==> src/rtl/sd_upsize.sv <==
// Srdy/drdy width up-converter: packs `ratio` narrow beats into one wide word.
// Define SD_UPSIZE_LAST_EN to add c_last early close with p_mask/p_last outputs.
module sd_upsize #(
  parameter int unsigned in_width  = 8,
  parameter int unsigned ratio     = 4,
  parameter int unsigned out_width = in_width * ratio
) (
  input  logic                 clk,
  input  logic                 reset_n,
  input  logic                 c_srdy,
  output logic                 c_drdy,
  input  logic [in_width-1:0]  c_data,
`ifdef SD_UPSIZE_LAST_EN
  input  logic                 c_last,
`endif
  output logic                 p_srdy,
  input  logic                 p_drdy,
  output logic [out_width-1:0] p_data
`ifdef SD_UPSIZE_LAST_EN
  ,
  output logic [ratio-1:0]     p_mask,
  output logic                 p_last
`endif
);

  if (ratio < 2 || ratio > 16) begin : gen_bad_ratio
    $error("sd_upsize: ratio must be in 2..16");
  end
  if (out_width != in_width * ratio) begin : gen_bad_width
    $error("sd_upsize: out_width must equal in_width*ratio");
  end

  localparam int unsigned     CntW   = $clog2(ratio);
  localparam logic [CntW-1:0] CntMax = CntW'(ratio - 1);
  localparam logic [CntW-1:0] CntOne = CntW'(1);

  logic [CntW-1:0]      cnt_q, cnt_d;
  logic [out_width-1:0] acc_q, acc_d;
  logic [out_width-1:0] merged;
  logic                 p_srdy_q, p_srdy_d;
  logic [out_width-1:0] p_data_q, p_data_d;
  logic                 acc_done;
  logic                 last_beat;
  logic                 push;
  logic                 out_free;
  logic                 completing;

`ifdef SD_UPSIZE_LAST_EN
  logic             acc_done_q, acc_done_d;
  logic [ratio-1:0] p_mask_q, p_mask_d;
  logic             p_last_q, p_last_d;
  logic [ratio-1:0] lane_mask;

  assign last_beat = c_last;
  assign acc_done  = acc_done_q;
  assign p_mask    = p_mask_q;
  assign p_last    = p_last_q;

  // Lanes 0..cnt are valid; cnt is frozen while a closed word waits in acc.
  always_comb begin
    lane_mask = '0;
    for (int unsigned k = 0; k < ratio; k++) begin
      lane_mask[k] = (CntW'(k) <= cnt_q);
    end
  end
`else
  assign last_beat = 1'b0;
  assign acc_done  = 1'b0;
`endif

  // Registered state only, so p_drdy never reaches c_drdy combinationally.
  assign c_drdy     = ~acc_done & (~p_srdy_q | (cnt_q != CntMax));
  assign push       = c_srdy & c_drdy;
  assign out_free   = ~p_srdy_q | p_drdy;
  assign completing = push & ((cnt_q == CntMax) | last_beat);
  assign p_srdy     = p_srdy_q;
  assign p_data     = p_data_q;

  always_comb begin
    merged = acc_q;
    for (int unsigned k = 0; k < ratio; k++) begin
      if (cnt_q == CntW'(k)) merged[k*in_width +: in_width] = c_data;
    end
  end

  always_comb begin
    cnt_d    = cnt_q;
    acc_d    = acc_q;
    p_srdy_d = p_srdy_q & ~p_drdy;
    p_data_d = p_data_q;
`ifdef SD_UPSIZE_LAST_EN
    acc_done_d = acc_done_q;
    p_mask_d   = p_mask_q;
    p_last_d   = p_last_q;
`endif
    if ((acc_done | completing) & out_free) begin
      // A parked word (acc_done) and a completing push are mutually exclusive.
      p_srdy_d = 1'b1;
      p_data_d = acc_done ? acc_q : merged;
      cnt_d    = '0;
      acc_d    = '0;
`ifdef SD_UPSIZE_LAST_EN
      acc_done_d = 1'b0;
      p_mask_d   = lane_mask;
      p_last_d   = acc_done_q | c_last;
`endif
`ifdef SD_UPSIZE_LAST_EN
    end else if (completing) begin
      acc_d      = merged;
      acc_done_d = 1'b1;
`endif
    end else if (push) begin
      acc_d = merged;
      cnt_d = cnt_q + CntOne;
    end
  end

  always_ff @(posedge clk or negedge reset_n) begin
    if (!reset_n) begin
      cnt_q    <= '0;
      acc_q    <= '0;
      p_srdy_q <= 1'b0;
      p_data_q <= '0;
    end else begin
      cnt_q    <= cnt_d;
      acc_q    <= acc_d;
      p_srdy_q <= p_srdy_d;
      p_data_q <= p_data_d;
    end
  end

`ifdef SD_UPSIZE_LAST_EN
  always_ff @(posedge clk or negedge reset_n) begin
    if (!reset_n) begin
      acc_done_q <= 1'b0;
      p_mask_q   <= '0;
      p_last_q   <= 1'b0;
    end else begin
      acc_done_q <= acc_done_d;
      p_mask_q   <= p_mask_d;
      p_last_q   <= p_last_d;
    end
  end
`endif

endmodule

==> config.mk <==
export PLATFORM = sky130hd
export DESIGN_NAME = sd_upsize
export DESIGN_NICKNAME = d
export VERILOG_FILES = /design/src/rtl/sd_upsize.sv
export SDC_FILE = /design/constraint.sdc
export NUM_CORES = 1
export LEC_CHECK = 0
export BUFFER_PORTS_ARGS = -buffer_cell sky130_fd_sc_hd__buf_2
export CORE_ASPECT_RATIO = 2
export CORE_MARGIN = 10
export CORE_UTILIZATION = 40
export CTS_BUF_LIST = sky130_fd_sc_hd__clkbuf_4
export CTS_CLUSTER_DIAMETER = 80
export DETAILED_ROUTE_END_ITERATION = 8
export HOLD_SLACK_MARGIN = 0.02
export SLEW_MARGIN = 20
export SYNTH_ARGS = -nofsm -noshare
export SYNTH_HDL_FRONTEND = slang
export SYNTH_SLANG_ARGS = --single-unit
==> constraint.sdc <==
create_clock -name clk -period 3.4 [get_ports clk]
set_clock_uncertainty 0.2 [all_clocks]
set_input_delay 0.68 -clock clk [delete_from_list [all_inputs] [get_ports clk]]
set_output_delay 0.68 -clock clk [all_outputs]
set_load 0.01 [all_outputs]
======== Word-level counts from Yosys, hierarchy flattened ========
Cells that the tools add are included.
W data, S select, Z words.
cells by class
  add/subtract/negate cells ............... 1
  multiply operators ...................... 0
  divide/modulo/power cells ............... 0
  order comparisons ....................... 0
  eq/ne operators ......................... 4
  shift-type cells ........................ 0
  muxes and demuxes ....................... 9
  bitwise gates (word level) .............. 8
  reductions and logical operators ........ 2
operators with widths
  kind                   number
  $mux W32               2
  $mux W8                4
  $and A1 B1 Y1          4
  $eq A2 B2 Y1 const B   2
  $mux W2                2
  $add A2 B1 Y2 const B  1
  $eq A2 B1 Y1 const B   1
  $logic_not A2 Y1       1
  $ne A2 B2 Y1 const B   1
  $not A1 Y1             2
  $or A1 B1 Y1           2
  $reduce_bool A2 Y1     1
  $mux W1                1
word-level totals
  register bits ........................... 67
  latch bits .............................. 0
  bits in writable memories ............... 0
  memory bits (read-only) ................. 0
  logic and storage cells ................. 28
  memories ................................ 0

======== Depth between registers and ports, before layout ========
  depth in word-level cells ............... 6
  gate-level depth with buffers ........... 6
  depth with buffers taken out ............ 4

======== Least setup slack after synthesis ========
OpenSTA, ideal clock, no wires.
  path type ............................... reg-to-output
  from .................................... register cnt_q[0]
  to ...................................... output c_drdy
  arrival ................................. 1.164 ns
  data required time ...................... 2.520 ns
  path slack .............................. 1.356 ns
  stages on the path, launching flop included .. 6
  buffers on the path ..................... 3
  cell sequence ........................... dfrtp_1 > ha_1 > buf_2 > buf_4 > buf_2 > nand2_1
on the way
  cells in the longest elaborated chain, start to end .. 2
ends and longest elaborated chain
  what                    line  RTL
  from (decl)             37    logic [CntW-1:0] cnt_q, cnt_d;
  from (signal assigned)  125   cnt_q <= cnt_d;
  $ne A2 B2 Y1            72    assign c_drdy = ~acc_done & (~p_srdy_q | (cnt_q != CntMax));
  $or A1 B1 Y1            72
  to (decl)               11    output logic c_drdy,
No other way between the ends.

======== Worst setup path in the final report ========
Same ends and word-level chain as after synthesis.

==> impl_results.md <==
- Flop-to-flop setup slack: about 0.91 ns
- Status: finished, final reports clean
- Final wirelength: around 6000 um
- Setup-failing EPs final: 0
- Synth warn: 0
- Layout area overhead: 12.2%
- RR Endpoint: cnt_q[1]$_DFFE_PN0P_
- CTS tree: yes
- First-pass GRT wire length: about 10000 um
- Synth Net Count: ~220
- # diodes: 0
- Initial antenna violation count: 0
- Setup_tns: 0 ns
- # Max-Cap Violations: 0
- P_sw: approximately 1.1 mW
- Clock root buffer master: clkbuf_4
- Synth Flop Type: dfrtp_1
- Clock transition at the registers of the reported paths: roughly 0.090 ns
- R2r startpoint: cnt_q[0]$_DFFE_PN0P_
- Pint: between 2 and 2.5 mW
- Reg area: between 0.001 and 0.0015 mm^2
- Number of global-route vias before repair: about 2000
- Tightest Pin Transition: ~0.79 ns
- Clk Latency, worst-skew pair: 0.40 ns
- Worst Slack Setup Final: 0.492 ns
- Most frequent cell after synthesis: dfrtp_1
- Min cycle time layout: about 2.9 ns
- Fmax: around 340 MHz
- RSZ-0062 raised after global routing: false
- DRC errors left: 0
- Total Routing Usage GR: roughly an eighth
- Cts bufs inserted: 9
- Clk sinks: 59
- Synth async-reset ratio: 100%
- Post-CTS sizing: 0
- Per-cell routed wire length: between 15 and 20 um
- Final nets: roughly 270
- Hold crit path type: input port to flop
- Die Y: approximately 140 um
- Initial Utilization: just over 40%
- Yosys top cell area share: roughly 52%
- Number of buffers added on ports: 45
- Site Rows: 43
- Setup Fix Bufs, Post-CTS: 0
- R2r worst-path depth: 3
- Max Fanout on Critical Path: 19
- CTS Buffer Depth: 2
- Via Count: around 1800
- Yosys cell types: 19
- Multi-input combinational cell area: between 0.001 and 0.0015 mm^2
- Cell taking the most area after synthesis: dfrtp_1
- Worst slack, placed: 0.919 ns
- Final Hold Viols: 0
- Seq cells post-synth: 59
- CP Class: flop to primary output
- Fillers: ~700
- # IOs: 46
- Critical path startpoint category: flop
- Hold slack: 0.247 ns
- Core box area: a little under 0.007 mm^2
- Sequential share of power: about 40%
- Post-synth EDFFs: 0
- Top cells by count, synth: 59 x dfrtp_1, 57 x mux2_2, 24 x a221o_1, 24 x nor3b_1, 12 x buf_2
- Count of pins over their slew limit: 0
- DRT iter0 DRCs: between 150 and 200
- Final ANT Viol Nets: 0
- Leak: between 1 and 1.5 nW
- Cts hold-fix bufs: 1
- Switching share of power: 35.6%
- Sequential fraction of the synthesis area: roughly 52%
- Pin count of the biggest net entering global routing: between 50 and 60
- Syn_area_per_cell: around 14 um^2
- Setup crit start: cnt_q[0]$_DFFE_PN0P_
- Pwr/cell area: 1000 mW/mm^2
- Part of the power in combinational logic: approximately half
- Overall Power: roughly 3.2 mW
- DRT Pass-1 Iters: 4
- Slew margin rel.: a little under half
- GRT Residual Overflow: 0
- Die width: 79.4 um
- Worst setup path endpoint: c_drdy
- Mapped Area: between 0.002 and 0.003 mm^2
- Critical Path AT: around 2.0 ns
- Via density: 5.42
- Fraction of layout cells with a size suffix above 1: a little under half
- Fin crit share: between 80% and 90%
- Clock power frac: a little under an eighth
- HPWL Detailed: 4080 um
- H-Tree Level Count: 3
- Gpl congestion: between 0.6 and 0.7
- Largest cells by area after synthesis: dfrtp_1 52%, mux2_2 23%, a221o_1 8.5%
- Die ar.: 0.0110 mm^2
- Worst setup EP type: primary output
- Critical Path RT: between 2 and 3 ns
- Worst vdd ir: 0.000359 V
- Synthesized netlist cell count: 208
-- metrics by stage --
stage / std cells / area (um^2) / utilization [%]
4_1_cts: 340 / 3170 / 46.0
2_1_floorplan: 208 / 2820 / -
6_report: 340 / 3170 / 46.0
3_3_place_gp: 327 / 3080 / 44.7
3_5_place_dp: 327 / 3080 / 44.7
5_1_grt: 340 / 3170 / 46.0
-- metal layers --
layer  GRT usage (%)  up-vias  share of wire [%]
li1                -      857                  -
met1            12.8      923                 41
met2            18.9       47                 52
met3            4.03       15                4.9
met4            6.17        0                2.6
met5               0        -                  0
-- area by class of cell --
| cell class | count | area share, % |
|---|---|---|
| sequential | 59 | 46.6 |
| multi-input combinational | 126 | 38.5 |
| timing repair buffer | 50 | 8.37 |
| tap | 90 | 3.55 |
| clock buffer | 10 | 2.37 |
| inverter | 3 | 0.355 |
| clock inverter | 2 | 0.237 |
-- state kept, by name, indices dropped and copies added, names as in the netlist --
register / cells
acc_q: 24
p_srdy: 1
p_data: 32
cnt_q: 2
-- worst max-delay path, stage by stage (launching register included) --
cell	delay [ns]
dfrtp_1	0.43
ha_1	0.63
buf_4	0.34
nand2_1	0.07
buf_2	0.14
-- power groups by stage --
stage / sequential, mW / clock [mW] / combinational (mW)
final: 1.28 / 0.363 / 1.52
after global routing: 1.33 / 0.416 / 1.69
after CTS: 1.28 / 0.380 / 1.56
after detailed placement: 1.30 / 0 / 1.55
after global placement: 1.28 / 0 / 1.53
after floorplan: 1.35 / 0 / 1.05
-- cells in the final DEF, fill, tap and decap left out, drive strengths merged --
master | netlist | final
dfrtp | 59 | 59
mux2 | 57 | 57
buf | 17 | 49
nor3b | 24 | 24
a221o | 24 | 24
clkbuf | 3 | 10
nor2b | 8 | 8
ha | 4 | 4
inv | 3 | 3
and2 | 3 | 3
clkinv | 0 | 2
nand2 | 1 | 1
nand3b | 1 | 1
o21ai | 1 | 1
a21bo | 1 | 1
nor2 | 1 | 1
a22o | 1 | 1
dlygate4sd3 | 0 | 1
-- how the worst min path moves through the flow --
stage	end	start	slack (ns)	depth (start not counted)
after global placement	p_data[24]$_DFFE_PN0P_	p_data[24]$_DFFE_PN0P_	0.28	1
after floorplan	acc_q[0]$_DFFE_PN0P_	reset_n	0.18	0
after global routing	p_srdy$_DFF_PN0_	p_drdy	0.23	2
after detailed placement	p_data[2]$_DFFE_PN0P_	p_data[2]$_DFFE_PN0P_	0.29	1
final	p_srdy$_DFF_PN0_	p_drdy	0.25	2
after CTS	p_srdy$_DFF_PN0_	p_drdy	0.23	2
-- logic make-up after synthesis --
logic type / Yosys count / share of synthesized area (%)
compound gates: 27 / 9.35
fa+ha+maj: 4 / 1.77
buf+inv: 23 / 4.52
flops: 59 / 52.3
mux: 57 / 22.7
simple gates: 38 / 9.35
Note: power is estimated with default switching activity, not from simulation.
